==> src/rtl/fpu_pkg.sv <==
// Shared FPU result field widths, status bit positions and the queued result payload.
package fpu_pkg;

    localparam int unsigned SIGN_W = 1;
    localparam int unsigned EXP_W  = 7;
    localparam int unsigned MANT_W = 24;
    localparam int unsigned WORD_W = SIGN_W + EXP_W + MANT_W;
    localparam int unsigned STAT_W = 4;

    localparam int unsigned ST_EXACT   = 0;
    localparam int unsigned ST_OVF     = 1;
    localparam int unsigned ST_UDF     = 2;
    localparam int unsigned ST_INEXACT = 3;

    typedef struct packed {
        logic [WORD_W-1:0] word;
        logic [STAT_W-1:0] status;
    } fpu_result_t;

endpackage

==> src/rtl/sat_counter.sv <==
// Saturating event counter; a clear coinciding with an increment restarts the count at one.
module sat_counter #(
    parameter int unsigned W = 8
) (
    input  logic         clk,
    input  logic         rst,
    input  logic         inc_i,
    input  logic         clr_i,
    output logic [W-1:0] count_o
);

    logic [W-1:0] count_q, count_d;

    always_comb begin
        count_d = count_q;
        if (clr_i) begin
            count_d = inc_i ? W'(1) : '0;
        end else if (inc_i && (count_q != {W{1'b1}})) begin
            count_d = count_q + W'(1);
        end
    end

    always_ff @(posedge clk or negedge rst) begin
        if (!rst) begin
            count_q <= '0;
        end else begin
            count_q <= count_d;
        end
    end

    assign count_o = count_q;

endmodule

==> src/rtl/fpu_result_queue.sv <==
// Capture FIFO behind the non-stallable FPU, with sticky status, event counters and overrun flag.
module fpu_result_queue
    import fpu_pkg::*;
#(
    parameter int unsigned DEPTH = 4,
    parameter int unsigned CNT_W = 8
) (
    input  logic                    clk,
    input  logic                    rst,
    input  logic                    in_valid,
    input  logic [WORD_W-1:0]       in_data,
    input  logic [STAT_W-1:0]       in_status,
    output logic                    in_ready,
    output logic                    out_valid,
    input  logic                    out_ready,
    output logic [WORD_W-1:0]       out_data,
    output logic [STAT_W-1:0]       out_status,
    output logic [STAT_W-1:0]       sticky_status,
    output logic [CNT_W-1:0]        ovf_count,
    output logic [CNT_W-1:0]        udf_count,
    output logic                    overrun,
    input  logic                    clr,
    output logic [$clog2(DEPTH):0]  level
);

    localparam int unsigned PTR_W = $clog2(DEPTH);
    localparam int unsigned LVL_W = PTR_W + 1;

    fpu_result_t        mem_q [DEPTH];
    logic [PTR_W-1:0]   rd_ptr_q, rd_ptr_d;
    logic [PTR_W-1:0]   wr_ptr_q, wr_ptr_d;
    logic [LVL_W-1:0]   level_q, level_d;
    logic [STAT_W-1:0]  sticky_q, sticky_d;
    logic               overrun_q, overrun_d;
    logic               push, pop, drop;
    fpu_result_t        head;

    // Full/empty come from the occupancy count; there is no pass-through when full.
    assign in_ready  = level_q < LVL_W'(DEPTH);
    assign out_valid = level_q != '0;
    assign push      = in_valid & in_ready;
    assign pop       = out_valid & out_ready;
    assign drop      = in_valid & ~in_ready;

    assign head       = out_valid ? mem_q[rd_ptr_q] : '0;
    assign out_data   = head.word;
    assign out_status = head.status;

    always_comb begin
        rd_ptr_d  = rd_ptr_q;
        wr_ptr_d  = wr_ptr_q;
        level_d   = level_q;
        sticky_d  = sticky_q;
        overrun_d = overrun_q;

        if (push) wr_ptr_d = wr_ptr_q + PTR_W'(1);
        if (pop)  rd_ptr_d = rd_ptr_q + PTR_W'(1);

        case ({push, pop})
            2'b10:   level_d = level_q + LVL_W'(1);
            2'b01:   level_d = level_q - LVL_W'(1);
            default: level_d = level_q;
        endcase

        if (clr) begin
            sticky_d = push ? in_status : '0;
        end else if (push) begin
            sticky_d = sticky_q | in_status;
        end

        // A drop in the same cycle as a clear still records the overrun.
        if (drop) begin
            overrun_d = 1'b1;
        end else if (clr) begin
            overrun_d = 1'b0;
        end
    end

    always_ff @(posedge clk or negedge rst) begin
        if (!rst) begin
            rd_ptr_q  <= '0;
            wr_ptr_q  <= '0;
            level_q   <= '0;
            sticky_q  <= '0;
            overrun_q <= 1'b0;
        end else begin
            rd_ptr_q  <= rd_ptr_d;
            wr_ptr_q  <= wr_ptr_d;
            level_q   <= level_d;
            sticky_q  <= sticky_d;
            overrun_q <= overrun_d;
        end
    end

    // Storage is intentionally left out of reset.
    always_ff @(posedge clk) begin
        if (push) mem_q[wr_ptr_q] <= '{word: in_data, status: in_status};
    end

    sat_counter #(.W(CNT_W)) u_ovf_cnt (
        .clk     (clk),
        .rst     (rst),
        .inc_i   (push & in_status[ST_OVF]),
        .clr_i   (clr),
        .count_o (ovf_count)
    );

    sat_counter #(.W(CNT_W)) u_udf_cnt (
        .clk     (clk),
        .rst     (rst),
        .inc_i   (push & in_status[ST_UDF]),
        .clr_i   (clr),
        .count_o (udf_count)
    );

    assign level         = level_q;
    assign sticky_status = sticky_q;
    assign overrun       = overrun_q;

endmodule

==> config.mk <==
export PLATFORM = sky130hd
export DESIGN_NAME = fpu_result_queue
export DESIGN_NICKNAME = d
export VERILOG_FILES = /design/src/rtl/fpu_pkg.sv /design/src/rtl/sat_counter.sv /design/src/rtl/fpu_result_queue.sv
export SDC_FILE = /design/constraint.sdc
export NUM_CORES = 1
export LEC_CHECK = 0
export BUFFER_PORTS_ARGS = -buffer_cell sky130_fd_sc_hd__buf_2
export CELL_PAD_IN_SITES_DETAIL_PLACEMENT = 2
export CELL_PAD_IN_SITES_GLOBAL_PLACEMENT = 2
export CORE_UTILIZATION = 40
export DETAILED_ROUTE_END_ITERATION = 7
export GPL_ROUTABILITY_DRIVEN = 0
export GPL_TIMING_DRIVEN = 0
export PLACE_DENSITY_LB_ADDON = 0.25
export SLEW_MARGIN = 20
export SYNTH_ARGS = -nofsm -noshare
export SYNTH_HDL_FRONTEND = slang
export SYNTH_SLANG_ARGS = --single-unit
==> constraint.sdc <==
create_clock -name clk -period 2.83 [get_ports clk]
set_input_delay 0.1415 -clock clk [delete_from_list [all_inputs] [get_ports clk]]
set_output_delay 0.1415 -clock clk [all_outputs]
set_load 0.01 [all_outputs]
==> results of run 1 <==
-- cell type report --
class,instances,area (µm²),share of cell area [%]
flip-flops and latches,172,5020,57.8
clock buffers,18,429,4.94
well taps,220,275,3.17
repair buffers,145,996,11.5
diodes,1,2.50,0.0288
inverters,8,30.0,0.346
plain buffers,16,92.6,1.07
clock inverters,14,98.8,1.14
multi-input cells,166,1740,20.0
-- routing by layer --
metal | part of all wire [%] | routed length [µm] | global-route usage, %
met1 | 41 | 6380 | 21.6
met2 | 55 | 8640 | 35.7
met3 | 3.3 | 527 | 4.11
met4 | 1.3 | 197 | 6.63
met5 | 0 | 0 | 0
-- worst max-delay path, stage by stage (launching register included) --
cell	delay (ns)
dfrtp_1	0.45
or3_1	0.40
buf_2	0.22
and2_4	0.20
ha_1	0.21
inv_1	0.09
fa_1	0.20
xor2_1	0.18
nor2_1	0.08
xnor2_1	0.12
-- report_power, final --
group          internal, mW  total, mW  switching (mW)
clock network          1.12       2.08           0.963
registers              3.15       3.29           0.137
logic                  1.30       2.73            1.43
-- path summary, 6_finish.rpt --
| path | to | depth (start not counted) | startpoint | slack, ns |
|---|---|---|---|---|
| worst max-delay path | level[2]$_DFFE_PN0P_ | 9 | level[2]$_DFFE_PN0P_ | 0.56 |
| worst min-delay path | rd_ptr_q[0]$_DFFE_PN0N_ | 3 | out_ready | 0.07 |
| worst max register to register | level[2]$_DFFE_PN0P_ | 9 | level[2]$_DFFE_PN0P_ | 0.56 |
| worst min register to register | sticky_status[2]$_DFFE_PN0P_ | 1 | sticky_status[2]$_DFFE_PN0P_ | 0.48 |
| max in group asynchronous | rd_ptr_q[1]$_DFFE_PN0N_ | 2 | rst | 2.08 |
| min in group asynchronous | u_ovf_cnt.count_o[6]$_DFFE_PN0P_ | 2 | rst | 0.29 |
-- stage by stage --
| step | setup WS (ns) | hold WS [ns] | utilization (%) | setup TNS, ns | cell area [µm²] |
|---|---|---|---|---|---|
| after floorplan | 0.684 | -0.154 | - | 0 | 6880 |
| final | 0.556 | 0.0658 | 52.0 | 0 | 8690 |
| after global placement | -0.193 | 0.213 | 45.9 | -25.38 | 7670 |
| after detailed placement | 0.576 | 0.231 | 46.5 | 0 | 7770 |
| after global routing | 0.426 | 0.0692 | 52.0 | 0 | 8680 |
| after CTS | 0.504 | 0.0513 | 52.0 | 0 | 8680 |
-- placed cells by master, fill, tap and decap left out, drive strengths merged, types with 4 or more instances in the layout --
cell type / n
dlygate4sd3: 39
inv: 9
dfrtp: 28
xnor2: 5
nor2: 12
nand2: 7
mux4: 36
mux2i: 4
nand3: 4
and2: 44
xor2: 9
o211ai: 8
clkbuf: 24
clkinv: 10
buf: 116
edfxtp: 144
ha: 7
-- state kept, by name, summed over array words and instances, names as in the netlist --
register and cells:
mem_q 144, u_ovf_cnt.count_o 8, u_udf_cnt.count_o 8, sticky_status 4, level 3, rd_ptr_q 2
wr_ptr_q 2, overrun 1
-- kinds of logic after synthesis --
| family | Yosys count | share of synthesized area (%) |
|---|---|---|
| compound gates | 23 | 2.62 |
| fa+ha+maj | 8 | 1.56 |
| xor+xnor | 14 | 1.78 |
| buf+inv | 24 | 1.78 |
| simple gates | 81 | 6.86 |
| flops | 172 | 73.0 |
| mux | 40 | 12.4 |
==> flow_metrics.env, run 1 <==
export IMPL_status="finished clean"
export IMPL_overflow=0
export IMPL_cellLeakagePower_nw=3.27
export IMPL_vias_per_cell=5.09
export IMPL_die_area_um2=17700
export IMPL_fillCellCount=1539
export IMPL_ctsHoldBuffers=39
export IMPL_ys_ff_latch=172
export IMPL_grt_pass1_vias=4405
export IMPL_wl_per_cell_um=20.7
export IMPL_yosysUniqueCellTypes=38
export IMPL_die_w_um=133
export IMPL_yosysWarnings=0
export IMPL_maxSlewViolCount=0
export IMPL_syn_avg_cell_area_um2=19.0
export IMPL_hold_viol=0
export IMPL_finalNonFillerCells=760
export IMPL_fin_nets=575
export IMPL_final_setup_viol_count=0
export IMPL_synth_flop_cell="edfxtp_1"
export IMPL_drive_gt1_share_pct=34.7
export IMPL_worstPathRequired_ns=3.14
export IMPL_synth_edf_count=144
export IMPL_antenna_found_initial=0
export IMPL_finalPower_mw=8.10
export IMPL_grt_max_degree=29
export IMPL_fp_coreArea_um2=16700
export IMPL_cts_setup_buffers=0
export IMPL_cts_root_buffer_cell="clkbuf_16"
export IMPL_drc=0
export IMPL_synthTopCellsByArea="edfxtp_1 (63%), mux4_2 (12%), dfrtp_1 (10%)"
export IMPL_synth_nets=411
export IMPL_synth_area_leader_cell="edfxtp_1"
export IMPL_max_cap_violations=0
export IMPL_h_tree_depth=4
export IMPL_cts_sinks=172
export IMPL_synth_top_cell_area_share_pct=62.8
export IMPL_drt_antenna_violating_nets=0
export IMPL_holdCritPathClass="input pin to flop"
export IMPL_synth_most_common_cell="edfxtp_1"
export IMPL_crit_type="flop to flop"
export IMPL_ys_seq_area_share_pct=73.0
export IMPL_critPathLaunchType="flop"
export IMPL_min_period_ns=2.27
export IMPL_via_count=3870
export IMPL_initial_core_util_pct=41.2
export IMPL_synth_cells=362
export IMPL_powerDensity_nw_per_um2=932
export IMPL_ys_async_sr_fraction_pct=16.3
export IMPL_synth_common_cells="edfxtp_1 (144), and2_1 (43), mux4_2 (36)"
export IMPL_skew_ns=0.00633
export IMPL_numCtsBuffers=17
export IMPL_row_count=47
export IMPL_tightest_slew_ns=0.703
export IMPL_slew_headroom_pct=53.1
export IMPL_drt_total_wl_um=15700
export IMPL_firstDrtPassIters=4
export IMPL_clock_latency_ns=0.42
export IMPL_dp_hpwl_um=10500
export IMPL_peakVddDrop_uv=591
export IMPL_synth_area_um2=6880
export IMPL_track_usage_pct=19.2
export IMPL_path_clk_slew_ns=0.06
export IMPL_crit_path_end_kind="flop"
export IMPL_placed_cells=688
export IMPL_drt_initial_drc_count=149
export IMPL_cts_repair_resized=0
export IMPL_fin_crit_sh_pct=80.3
export IMPL_portBuffers=102
export IMPL_crit_fanout=10
export IMPL_die_height_um=133
export IMPL_fmax_mhz=440
export IMPL_grt_pass1_wl_um=24800
export IMPL_crit_arrival_ns=2.59
export IMPL_cts_tree="built"
export IMPL_syn_to_final_growth_pct=26.3
export IMPL_clockBufferDepth=2
export IMPL_pin_count=103
export IMPL_rsz0062_at_grt="false"
Power figures use the tool's default switching activity.
==> run 2: changes to the inputs <==
--- a/config.mk
+++ b/config.mk
@@ -8,7 +8,7 @@
 export BUFFER_PORTS_ARGS = -buffer_cell sky130_fd_sc_hd__buf_2
 export CELL_PAD_IN_SITES_DETAIL_PLACEMENT = 2
 export CELL_PAD_IN_SITES_GLOBAL_PLACEMENT = 2
-export CORE_UTILIZATION = 40
+export CORE_UTILIZATION = 38
 export DETAILED_ROUTE_END_ITERATION = 7
 export GPL_ROUTABILITY_DRIVEN = 0
 export GPL_TIMING_DRIVEN = 0
==> constraint.sdc (replaced) <==
create_clock -name clk -period 1.85 [get_ports clk]
set_input_delay 0.0925 -clock clk [delete_from_list [all_inputs] [get_ports clk]]
set_output_delay 0.0925 -clock clk [all_outputs]
set_load 0.01 [all_outputs]
==> flow_metrics.env, run 2 (synthesis results as in run 1) <==
export IMPL_status="finished, violations left"
export IMPL_violations="negative setup slack"
export IMPL_worstPathRequired_ns=1.76
export IMPL_portBuffers=102
export IMPL_min_delay_start="out_ready"
export IMPL_crit_fanout=8
export IMPL_critPathLaunchType="flop"
export IMPL_fin_crit_sh_pct=115
export IMPL_min_period_ns=2.12
export IMPL_cp_slowest_stage_delay_ns=0.52
export IMPL_firstDrtPassIters=4
export IMPL_drive_gt1_share_pct=43.8
export IMPL_overflow=0
export IMPL_r2r_cells=7
export IMPL_tightest_slew_ns=0.674
export IMPL_crit_cells=5
export IMPL_antenna_found_initial=1
export IMPL_cellLeakagePower_nw=3.56
export IMPL_path_buf_inv=3
export IMPL_die_area_um2=18600
export IMPL_vias_per_cell=5.17
export IMPL_h_tree_depth=4
export IMPL_placed_area_um2=7700
export IMPL_regMostFlops="mem_q"
export IMPL_initial_core_util_pct=39.4
export IMPL_layout_commonest_cell="edfxtp_1"
export IMPL_cp_startpoint="rd_ptr_q[0]$_DFFE_PN0N_"
export IMPL_reg2reg_slack_ns=-0.10
export IMPL_holdCritPathClass="input pin to flop"
export IMPL_drt_antenna_violating_nets=0
export IMPL_fin_nets=589
export IMPL_cts_root_buffer_cell="clkbuf_16"
export IMPL_timing_final_ws_setup_ns=-0.272
export IMPL_slew_headroom_pct=55.1
export IMPL_fp_coreArea_um2=17500
export IMPL_path_clk_slew_ns=0.07
export IMPL_grt_max_degree=37
export IMPL_cts_tree="built"
export IMPL_syn_to_final_growth_pct=34.5
export IMPL_powerDensity_nw_per_um2=1600
export IMPL_clockBufferDepth=2
export IMPL_critPathCapture="out_data[24]"
export IMPL_die_w_um=137
export IMPL_cp_slowest_cell="mux4_2"
export IMPL_fmax_mhz=471
export IMPL_stdcell_area_um2=9260
export IMPL_timing_rr_end="level[1]$_DFFE_PN0P_"
export IMPL_finalPower_mw=14.9
export IMPL_rsz0062_at_grt="true"
export IMPL_hold_viol=0
export IMPL_cp_cell_sequence="buf_12, buf_12, mux4_2, and2_4, buf_6"
export IMPL_max_cap_violations=0
export IMPL_die_height_um=137
export IMPL_skew_ns=0.0131
export IMPL_grt_pass1_wl_um=26200
export IMPL_drt_initial_drc_count=177
export IMPL_maxSlewViolCount=0
export IMPL_dp_hpwl_um=10100
export IMPL_crit_arrival_ns=2.03
export IMPL_crit_type="flop to primary output"
export IMPL_clock_latency_ns=0.44
export IMPL_final_setup_viol_count=38
export IMPL_crit_top_cell="buf_12"
export IMPL_peakVddDrop_uv=869
export IMPL_numCtsBuffers=17
export IMPL_r2r_start="level[2]$_DFFE_PN0P_"
export IMPL_grt_pass1_vias=4399
export IMPL_row_count=48
export IMPL_crit_path_end_kind="primary output"
export IMPL_pin_count=103
export IMPL_largest_register_ffs=144
export IMPL_drc=0
export IMPL_cp_top_family="multiplexers"
export IMPL_final_cell_mix="edfxtp_1 (144), buf_2 (74), and2_4 (40)"
export IMPL_via_count=4026
export IMPL_cts_sinks=172
export IMPL_antenna_cells=0
export IMPL_drt_total_wl_um=18900
export IMPL_track_usage_pct=20.0
export IMPL_wl_per_cell_um=24.3
[run 2: cell count changes in the layout (fill, tap and decap cells not counted), moves of 2 or more]
cell        before  now
buf_8            0    2
buf_12           2    4
clkinv_1         5    3
buf_6            3   31
clkbuf_16       17   19
and2_2           4    1
and2_1          39    7
bufinv_16        0    4
clkinv_4         5    1
clkinvlp_4       3    1
and2_4           1   40
buf_2          109   74
buf_4            0   13
[run 2: power by group]
group | total, mW | internal (mW) | switching [mW]
registers | 5.06 | 4.82 | 0.234
clock network | 3.80 | 2.26 | 1.54
logic | 6.00 | 3.39 | 2.61
[run 2: per-layer routing]
layer | share of wire, % | GRT usage (%) | wire, µm | vias to the layer above
li1 | - | - | - | 1772
met1 | 42 | 24.1 | 7890 | 2116
met2 | 52 | 34.5 | 9910 | 122
met3 | 5.2 | 6.11 | 976 | 14
met4 | 0.77 | 5.56 | 145 | 2
met5 | 0.058 | 0 | 11 | -
[run 2: worst min-delay path by stage]
| stage | end | depth (start not counted) |
|---|---|---|
| 3_3_place_gp | u_udf_cnt.count_o[7]$_DFFE_PN0P_ | 1 |
| 5_1_grt | rd_ptr_q[0]$_DFFE_PN0N_ | 4 |
| 3_5_place_dp | u_udf_cnt.count_o[7]$_DFFE_PN0P_ | 1 |
| 6_report | rd_ptr_q[0]$_DFFE_PN0N_ | 4 |
| 4_1_cts | rd_ptr_q[0]$_DFFE_PN0N_ | 4 |
| 2_1_floorplan | level[0]$_DFFE_PN0P_ | 0 |
[run 2: repair_timing]
item	in CTS	in global routing
buffers inserted	11	0
setup endpoints to repair	183	114
gates cloned	3	4
hold buffers	39	0
pin swaps	12	20
resized for setup	51	49
endpoints found under the hold margin	177	0
[run 2: tightest hold or removal path, stage by stage]
cell	delay, ns
buf_2	0.08
and2_4	0.14
buf_4	0.11
xor2_1	0.06
[run 2: metrics by stage]
stage	hold slack (ns)	TNS, ns	std cells	worst slack (ns)	util (%)
2_1_floorplan	-0.203	-0.0905	362	-0.0456	-
3_3_place_gp	0.168	-63.83	689	-0.447	44.1
3_5_place_dp	0.176	-62.58	689	-0.453	44.1
4_1_cts	0.0737	-7.07	774	-0.231	51.5
5_1_grt	0.0786	-10.53	778	-0.329	53.0
6_report	0.0846	-7.96	778	-0.272	53.0
[run 2: final cells by class]
class	instances	area [µm²]
Tap cell	225	282
Multi-Input combinational cell	170	1880
Buffer	16	173
Fill cell	1591	8220
Clock inverter	11	166
Inverter	8	30.0
Clock buffer	21	440
Sequential cell	172	5030
Timing Repair Buffer	155	1260
